$ cat config.mk
export PLATFORM = sky130hd
export DESIGN_NAME = seg7_scan_mux
export DESIGN_NICKNAME = d
export VERILOG_FILES = /design/src/rtl/seg7_scan_mux.sv
export SDC_FILE = /design/constraint.sdc
export NUM_CORES = 1
export LEC_CHECK = 0
export ABC_AREA = 1
export CORE_AREA = 3 3 102 104
export DETAILED_ROUTE_END_ITERATION = 10
export DIE_AREA = 0 0 105 107
export PLACE_DENSITY = 0.71
export RECOVER_POWER = 100
export SYNTH_ARGS = -nofsm -noshare
export SYNTH_HDL_FRONTEND = slang
export SYNTH_SLANG_ARGS = --single-unit
export TNS_END_PERCENT = 30
$ cat constraint.sdc
create_clock -name clk -period 2.5 [get_ports clk]
set_input_delay 0.5 -clock clk [delete_from_list [all_inputs] [get_ports clk]]
set_output_delay 0.5 -clock clk [all_outputs]
set_load 0.05 [all_outputs]
$ cat src/rtl/seg7_scan_mux.sv
// seg7_scan_mux: double-buffered N-digit seven-segment scan driver with one-hot anodes, optional blink (SEG7_BLINK_EN).
// Ports: clk, rst_n (async active-low) | digits_in/dp_in/blank_in/blink_in captured on load into a shadow register,
// copied to the active register at frame start | hex_mode live A-F enable | seg_out {a..g}, dp_out, an_out one-hot,
// frame_start pulse. ACTIVE_LOW inverts all display pins. SEG7_BLINK_EN builds the blink-phase frame counter.
module seg7_scan_mux #(
  parameter int NUM_DIGITS   = 6,
  parameter int SCAN_DIV     = 1000,
  parameter int ACTIVE_LOW   = 0,
  parameter int BLINK_FRAMES = 32
) (
  input  logic                    clk,
  input  logic                    rst_n,
  input  logic [4*NUM_DIGITS-1:0] digits_in,
  input  logic [NUM_DIGITS-1:0]   dp_in,
  input  logic [NUM_DIGITS-1:0]   blank_in,
  input  logic [NUM_DIGITS-1:0]   blink_in,
  input  logic                    hex_mode,
  input  logic                    load,
  output logic [6:0]              seg_out,
  output logic                    dp_out,
  output logic [NUM_DIGITS-1:0]   an_out,
  output logic                    frame_start
);
  localparam int IW = $clog2(NUM_DIGITS);
  localparam int PW = $clog2(SCAN_DIV);
  localparam int DW = 7*NUM_DIGITS;
  localparam int N  = NUM_DIGITS;
  logic [PW-1:0] presc;
  logic [IW-1:0] idx, nidx;
  logic [DW-1:0] sh, ac, ac_n;
  logic [N-1:0] dp_v, blank_v, blink_v;
  logic [3:0] code;
  logic [6:0] seg_d, seg_q;
  logic tick, frame, blanked, dp_q, fs_q;
  logic [N-1:0] an_q;
  assign tick    = presc == PW'(SCAN_DIV-1);
  assign nidx    = idx == IW'(N-1) ? '0 : idx + 1'b1;
  assign frame   = tick && nidx == '0;
  // outputs on a tick edge must reflect the active data as it will be after that edge
  assign ac_n    = frame ? sh : ac;
  assign code    = ac_n[4*nidx +: 4];
  assign dp_v    = ac_n[5*N-1:4*N];
  assign blank_v = ac_n[6*N-1:5*N];
  assign blink_v = ac_n[7*N-1:6*N];
`ifdef SEG7_BLINK_EN
  localparam int FW = $clog2(BLINK_FRAMES+1);
  logic [FW-1:0] fcnt;
  logic boff, boff_n;
  // fcnt counts frames spent in the current phase; the phase flips on the frame start after BLINK_FRAMES of them
  assign boff_n  = frame && fcnt == FW'(BLINK_FRAMES) ? ~boff : boff;
  assign blanked = blank_v[nidx] | (boff_n & blink_v[nidx]);
  always_ff @(posedge clk or negedge rst_n)
    if (!rst_n) begin
      fcnt <= '0;
      boff <= 1'b0;
    end else if (frame) begin
      fcnt <= fcnt == FW'(BLINK_FRAMES) ? FW'(1) : fcnt + 1'b1;
      boff <= boff_n;
    end
`else
  logic unused_blink;
  assign blanked      = blank_v[nidx];
  assign unused_blink = ^{blink_v, BLINK_FRAMES[0]};
`endif
  always_comb begin
    seg_d = 7'b0000000;
    case (code)
      4'h0: seg_d = 7'b1111110;
      4'h1: seg_d = 7'b0110000;
      4'h2: seg_d = 7'b1101101;
      4'h3: seg_d = 7'b1111001;
      4'h4: seg_d = 7'b0110011;
      4'h5: seg_d = 7'b1011011;
      4'h6: seg_d = 7'b1011111;
      4'h7: seg_d = 7'b1110010;
      4'h8: seg_d = 7'b1111111;
      4'h9: seg_d = 7'b1111011;
      4'hA: seg_d = 7'b1110111;
      4'hB: seg_d = 7'b0011111;
      4'hC: seg_d = 7'b1001110;
      4'hD: seg_d = 7'b0111101;
      4'hE: seg_d = 7'b1001111;
      4'hF: seg_d = 7'b1000111;
      default: seg_d = 7'b0000000;
    endcase
  end
  always_ff @(posedge clk or negedge rst_n)
    if (!rst_n) begin
      presc <= '0;
      idx   <= IW'(N-1);
      sh    <= '0;
      ac    <= '0;
      seg_q <= '0;
      dp_q  <= 1'b0;
      an_q  <= '0;
      fs_q  <= 1'b0;
    end else begin
      presc <= tick ? '0 : presc + 1'b1;
      fs_q  <= frame;
      if (load) sh <= {blink_in, blank_in, dp_in, digits_in};
      if (tick) begin
        idx   <= nidx;
        ac    <= ac_n;
        seg_q <= blanked || (code > 4'd9 && !hex_mode) ? 7'b0000000 : seg_d;
        dp_q  <= !blanked && dp_v[nidx];
        an_q  <= N'(1) << nidx;
      end
    end
  assign seg_out     = ACTIVE_LOW != 0 ? ~seg_q : seg_q;
  assign dp_out      = ACTIVE_LOW != 0 ? ~dp_q : dp_q;
  assign an_out      = ACTIVE_LOW != 0 ? ~an_q : an_q;
  assign frame_start = fs_q;
endmodule
==> run_results.csv, run 1 <==
group,metric,value,unit
outcome,violations,"max-capacitance violations, max-slew violations, negative setup slack",
job,cap_viol_max_count,1,
global_routing,overflow,0,
synthesis,synth.largest_area_cell,"dfrtp_1",
power,peakVddDrop,0.2581,mV
global_routing,grtUsageTotal,19.87,%
synthesis,yosysUniqueCellTypes,36,
global_routing,grt_max_degree,46,
power,power.total,2796,uW
setup_path,cp_slowest_cell,"dfstp_2",
floorplanning,fp.dieH,107,um
cells_and_area,layout-drive-gt1-share,23.67,%
drt,wl_per_cell,14.20,um
outcome,status,"finished with violations",
sta,fin_skew,10.24,ps
placed_design,routabilityCongestion,0.8969,
setup_path,worst_ep_arrival_time,2810,ps
clocking,cts_sinks,100,
floorplanning,die_w,105,um
synthesis,synth_area,0.004725,sq mm
synthesis,synth_top_cells_by_area,"dfrtp_1 52%, nand2_1 14%, nand3_1 5.7%, inv_1 4.9%, mux2_2 3.6%",
clocking,cts-buffers-inserted,9,
clocking,clock_path_buffers,2,
placed_design,placement.io_buffers,54,
floorplanning,core_area,0.009639,sq mm
floorplanning,dieArea,0.01124,sq mm
synthesis,synth_nets,612,
sta,post-route-min-period,2552,ps
setup_path,crit_type,"flip-flop to flip-flop",
clocking,clock_latency,360,ps
sta,hold_violations,0,
sta,fmax,391.8,MHz
setup_path,critical_path.max_stage_delay,540,ps
floorplanning,rows,36,
drt,drt_wl_total,11490,um
synthesis,ys_ff_latch,100,
sta,final_max_slew_viol_count,45,
setup_path,cp.required,2750,ps
cells_and_area,fin_nets,724,
drt,firstDrtPassIters,5,
clocking,htree_levels,3,
drt,drt_iter0_drc,186,
sta,holdWs,347.5,ps
placed_design,place_inst,777,
floorplanning,initial_utilization,49.01,%
sta,setup_violations,6,
sta,rsz0062_at_grt,"yes",
drt,dr_total_vias,4045,
sta,setup_ws,-52.29,ps
drt,drc,0,
sta,finalCritPeriodShare,102.1,%
setup_path,crit_top_cell,"nand2_1",
cells_and_area,final_cells,809,
placed_design,dp_slack,-111.1,ps
synthesis,postSynthCellCount,559,
global_routing,grt_pass1_wl,17920,um
worst_hold_path,hold_path_class,"primary input to asynchronous set/reset pin",
cells_and_area,fill_cells,782,
cells_and_area,syn_to_final_growth,34.51,%
cells_and_area,antenna_cells,0,
sta,slew_headroom,-19.59,%
drt,ant_nets,0,
cells_and_area,layout.cells.most_common,"nand2_1",
setup_path,crit_path_max_fanout,7,
setup_path,rrSetupSlack,-50,ps
clocking,tritoncts,"yes",
synthesis,synth.avg_cell_area,8.452,sq um
floorplanning,ios,61,
cells_and_area,layout_common_cells,"165 x nand2_1, 98 x dfrtp_1, 60 x inv_1",
sta,worstMarginPinSlew,1794,ps
power,p_leak,0.003164,uW
power,p_per_area,439.9,mW/mm^2
global_routing,grt_antenna_before_repair,0,
clocking,path_clk_slew,100,ps
clocking,cts_root_buf,"clkbuf_8",
synthesis,seq_area_frac_synth,53.02,%
synthesis,synth_top_area_share,51.91,%
drt,via_per_inst,5.000,
setup_path,cp-start-kind,"flip-flop",
synthesis,yosysWarningCount,0,
global_routing,grt_pass1_vias,3904,
setup_path,worst_setup_path_end_kind,"flip-flop",
placed_design,hpwlAfterDp,7599,um
setup_path,cp_cell_sequence,"buf_4 -> inv_2 -> o21ai_1 -> nand2_1 -> o21ai_2 -> nor2_2 -> nor2_4 -> inv_2 -> ha_4 -> inv_1 -> nand2_1 -> nand3_1 -> nand3_2 -> nand2_1",
## metal layers
layer | vias up | part of all wire (%) | track usage, %
met1 | 1918 | 43 | 25.47
li1 | 1990 | - | -
met5 | - | 0 | 0
met4 | 0 | 2.5 | 7.029
met3 | 23 | 4.3 | 3.853
met2 | 114 | 50 | 33.78
## timing repair
action / 4_1_cts / 5_1_grt
buffers inserted: 11 / 4
gates resized for setup: 20 / 56
pin swaps: 9 / 22
endpoints found under the setup margin: 7 / 8
hold buffers: 0 / 0
gates cloned: 2 / 1
## where the power goes
part           total (uW)  internal [uW]  switching, uW
logic                 172           88.3           83.8
clock network         930            391            539
registers            1690           1670           22.9
## sequential cells by signal (all words and copies together), names as in the netlist
register,count
idx,3
seg_out,7
an_out,6
frame_start,1
presc,10
dp_out,1
sh,36
ac,36
## worst paths after layout
| kind | end | startpoint | depth (start not counted) |
|---|---|---|---|
| max | seg_out[3]$_DFFE_PN0N_ | idx[0]$_DFFE_PN1N_ | 14 |
| min | an_out[2]$_DFFE_PN0N_ | rst_n | 1 |
| max reg2reg | seg_out[3]$_DFFE_PN0N_ | idx[0]$_DFFE_PN1N_ | 14 |
| min reg2reg | an_out[0]$_DFFE_PN0N_ | an_out[0]$_DFFE_PN0N_ | 2 |
| max in group asynchronous | sh[12]$_DFFE_PN0P_ | rst_n | 2 |
| min in group clk | an_out[0]$_DFFE_PN0N_ | an_out[0]$_DFFE_PN0N_ | 2 |
## synthesized netlist by cell type
master / instances
buf_4: 1
o21ai_1: 9
o21ai_2: 1
nand2_4: 1
nand4_1: 2
o21a_1: 1
nand2_2: 3
buf_6: 2
a22o_1: 1
nor2_2: 4
nor2_4: 3
a221oi_1: 1
nand3_1: 54
inv_1: 62
o211ai_1: 3
a21oi_1: 5
clkbuf_1: 11
inv_2: 6
buf_2: 3
nand2_1: 176
nand4_4: 1
a21oi_4: 1
dfstp_2: 2
xor2_1: 3
or2_2: 2
nand3_2: 1
nor3b_1: 1
nor2_1: 31
nor3_1: 3
dfrtp_1: 98
o21ai_0: 33
clkinv_1: 1
mux2_2: 15
ha_1: 7
a31oi_1: 1
and2_1: 10
## cell type report
cell class	count	area, sq um	share of cell area, %
well taps	133	166.4	2.619
repair buffers	118	1109	17.44
multi-input cells	373	2142	33.71
clock buffers	13	148.9	2.343
inverters	69	261.5	4.115
flip-flops and latches	100	2505	39.42
clock inverters	3	22.52	0.3544
## critical path, delay by kind of cell (launching register included)
family / cells / cell delay (ps)
and+or+nand+nor: 7 / 950
adders and majority gates: 1 / 270
DFF: 1 / 540
buffers and inverters: 4 / 300
AOI/OAI and AO/OA: 2 / 400
## through the flow
step / setup TNS (ps) / area [sq um] / util, %
2_1_floorplan: 0 / 4726 / -
3_3_place_gp: -259.3 / 5723 / 59.37
3_5_place_dp: -685.9 / 5723 / 59.37
4_1_cts: 0 / 6101 / 63.29
5_1_grt: -1034 / 6355 / 65.93
6_report: -104.9 / 6355 / 65.93
## cells by family after synthesis
logic type	synth area share (%)
AOI/OAI and AO/OA	6.647
xor gates and xnor gates	0.5562
adders and majority gates	1.854
buffers and inverters	7.309
DFF	53.02
muxes	3.575
and+or+nand+nor	27.04
Note: power is estimated with default switching activity, not from simulation.
==> run 2, diff against run 1 <==
- CORE_AREA: 3 3 102 104 -> 2 2 101 103
- DIE_AREA: 0 0 105 107 -> 0 0 103 105
==> run 2 against run 1 <==
Effect of this change: the run ends with negative setup slack left; hold slack gained 9.7 ps; register-to-register slack gained 40 ps; combinational power shrank 3%; clock power is essentially flat; core utilization is essentially flat; setup slack gained 35 ps; via count is essentially flat; largest power group unchanged; critical path depth grew 3; power shrank 0.12%.
==> run_results.csv, run 2 (synthesis gave the netlist of run 1 again) <==
group,metric,value,unit
sta,setup_violations,4,
floorplanning,die_w,103,um
cells_and_area,antenna_cells,0,
global_routing,grt_antenna_before_repair,0,
cells_and_area,layout-drive-gt1-share,27.15,%
global_routing,use_met1,29.24,%
setup_path,cp-start-kind,"flip-flop",
floorplanning,rows,36,
cells_and_area,layout_common_cells,"151 x nand2_1, 98 x dfrtp_1, 58 x inv_1",
setup_path,critPathBufInv,2,
cells_and_area,fill_cells,810,
sta,setup_ws,-17.10,ps
sta,post-route-min-period,2517,ps
global_routing,grt_pass1_vias,3976,
clocking,tritoncts,"yes",
floorplanning,dieArea,0.01082,sq mm
sta,finalCritPeriodShare,100.7,%
clocking,cts_sinks,100,
setup_path,cp.required,2740,ps
cells_and_area,layout.cells.most_common,"nand2_1",
cells_and_area,syn_to_final_growth,34.56,%
setup_path,crit_type,"flip-flop to flip-flop",
outcome,violations,"negative setup slack",
cells_and_area,reg_top3,"ac x36, sh x36, presc x10",
setup_path,crit_family,"simple AND/OR/NAND/NOR gates",
placed_design,routabilityCongestion,0.8411,
drt,drt_wl_total,11410,um
power,p_leak,0.003179,uW
setup_path,crit_path_max_fanout,8,
global_routing,overflow,0,
worst_hold_path,hold_path_class,"primary input to asynchronous set/reset pin",
placed_design,hpwlAfterDp,7612,um
global_routing,busiest_layer,"met2",
clocking,cts.hold.buffers_added,0,
clocking,htree_levels,3,
setup_path,critical_path.max_stage_delay,380,ps
drt,drt_iter0_drc,190,
power,peakVddDrop,0.3103,mV
outcome,status,"finished with violations",
sta,holdWs,357.2,ps
global_routing,grtUsageTotal,21.73,%
sta,slew_headroom,22.46,%
floorplanning,ios,61,
global_routing,gr-usage-met2,36.09,%
sta,fin_skew,14.97,ps
floorplanning,core_area,0.009639,sq mm
setup_path,worst_setup_path_end_kind,"flip-flop",
sta,setup_tns,-57.86,ps
setup_path,cp_cell_sequence,"ha_2 -> nand2_4 -> inv_4 -> nand3_4 -> nor2_4 -> buf_12 -> nand2_1 -> nand3_2 -> nand3_2 -> nor2_1 -> nor2_4 -> ha_4 -> or2_4 -> nand2_4 -> nand2_1 -> nand2_1 -> o21ai_1",
floorplanning,initial_utilization,49.01,%
cells_and_area,fin_nets,722,
drt,firstDrtPassIters,4,
sta,rsz0062_at_grt,"yes",
drt,drc,0,
sta,hold_violations,0,
clocking,cts-buffers-inserted,9,
sta,worstMarginPinSlew,1163,ps
placed_design,placement.io_buffers,54,
setup_path,cp_slowest_cell,"dfrtp_1",
clocking,clock_latency,360,ps
power,p_per_area,439.2,mW/mm^2
clocking,clock_path_buffers,2,
clocking,path_clk_slew,90,ps
sta,final_max_slew_viol_count,0,
drt,dr_total_vias,4042,
sta,fmax,397.3,MHz
setup_path,crit_top_cell,"nand2_1",
setup_path,worst_ep_arrival_time,2760,ps
global_routing,grt_pass1_wl,18460,um
job,cap_viol_max_count,0,
drt,ant_nets,0,
global_routing,use_met3,3.411,%
drt,wl_per_cell,14.14,um
drt,via_per_inst,5.009,
clocking,cts_root_buf,"clkbuf_8",
floorplanning,fp.dieH,105,um
global_routing,grt_max_degree,58,
run 2: what timing repair did:
| action | CTS | global route |
|---|---|---|
| setup endpoints to repair | 7 | 8 |
| gates resized for setup | 10 | 84 |
| gates cloned | 2 | 1 |
| pin swaps | 2 | 34 |
| buffers inserted | 5 | 7 |
run 2: worst paths after layout:
check                              startpoint                      to  slack (ps)  depth (start not counted)
min reg2reg                ac[15]$_DFFE_PN0N_      ac[15]$_DFFE_PN0N_         490                          2
max in group asynchronous               rst_n  seg_out[5]$_DFFE_PN0N_         600                          2
max reg2reg                presc[0]$_DFF_PN0_  seg_out[1]$_DFFE_PN0N_         -20                         17
min                                     rst_n      ac[33]$_DFFE_PN0N_         360                          1
max                        presc[0]$_DFF_PN0_  seg_out[1]$_DFFE_PN0N_         -20                         17
min in group clk           ac[15]$_DFFE_PN0N_      ac[15]$_DFFE_PN0N_         490                          2
run 2: final cells by class:
| cell class | count | area (sq um) | share of cell area [%] |
|---|---|---|---|
| clock inverter | 3 | 22.52 | 0.3543 |
| clock buffer | 13 | 148.9 | 2.342 |
| timing repair buffer | 114 | 1016 | 15.98 |
| inverter | 69 | 261.5 | 4.113 |
| multi-input combinational | 375 | 2237 | 35.19 |
| sequential | 100 | 2505 | 39.40 |
| tap | 133 | 166.4 | 2.618 |
run 2: per-stage QoR:
stage               cells  power [uW]  util (%)  worst slack, ps  area, sq um
floorplan             559        1785         -            25.06         4726
global placement      778        1901     59.58           -28.11         5743
detailed placement    778        1910     59.58           -110.0         5743
CTS                   801        2829     62.59            4.907         6033
global route          807        2905     65.95           -177.2         6357
finish                807        2792     65.95           -17.10         6357
run 2: power breakdown:
group	total [uW]	leakage [uW]	internal (uW)	switching (uW)
clock	932	0.0000759	391	541
sequential	1690	0.00127	1670	22.9
combinational	167	0.00184	81.2	85.8
total	2790	0.00318	2140	649
run 2: worst register-to-register path, delay by kind of cell (launching register included):
| family | cells | cell delay (ps) |
|---|---|---|
| AO/OA/AOI/OAI | 1 | 70 |
| adder cells (fa/ha/maj) | 2 | 400 |
| buffers and inverters | 2 | 230 |
| flip-flops | 1 | 380 |
| AND/OR/NAND/NOR | 12 | 1350 |
run 2: per-layer routing:
layer  vias to the layer above  part of all wire (%)
li1                       1983                     -
met1                      1931                    41
met2                       104                    51
met3                        24                   5.7
met4                         0                   1.9
met5                         -                     0
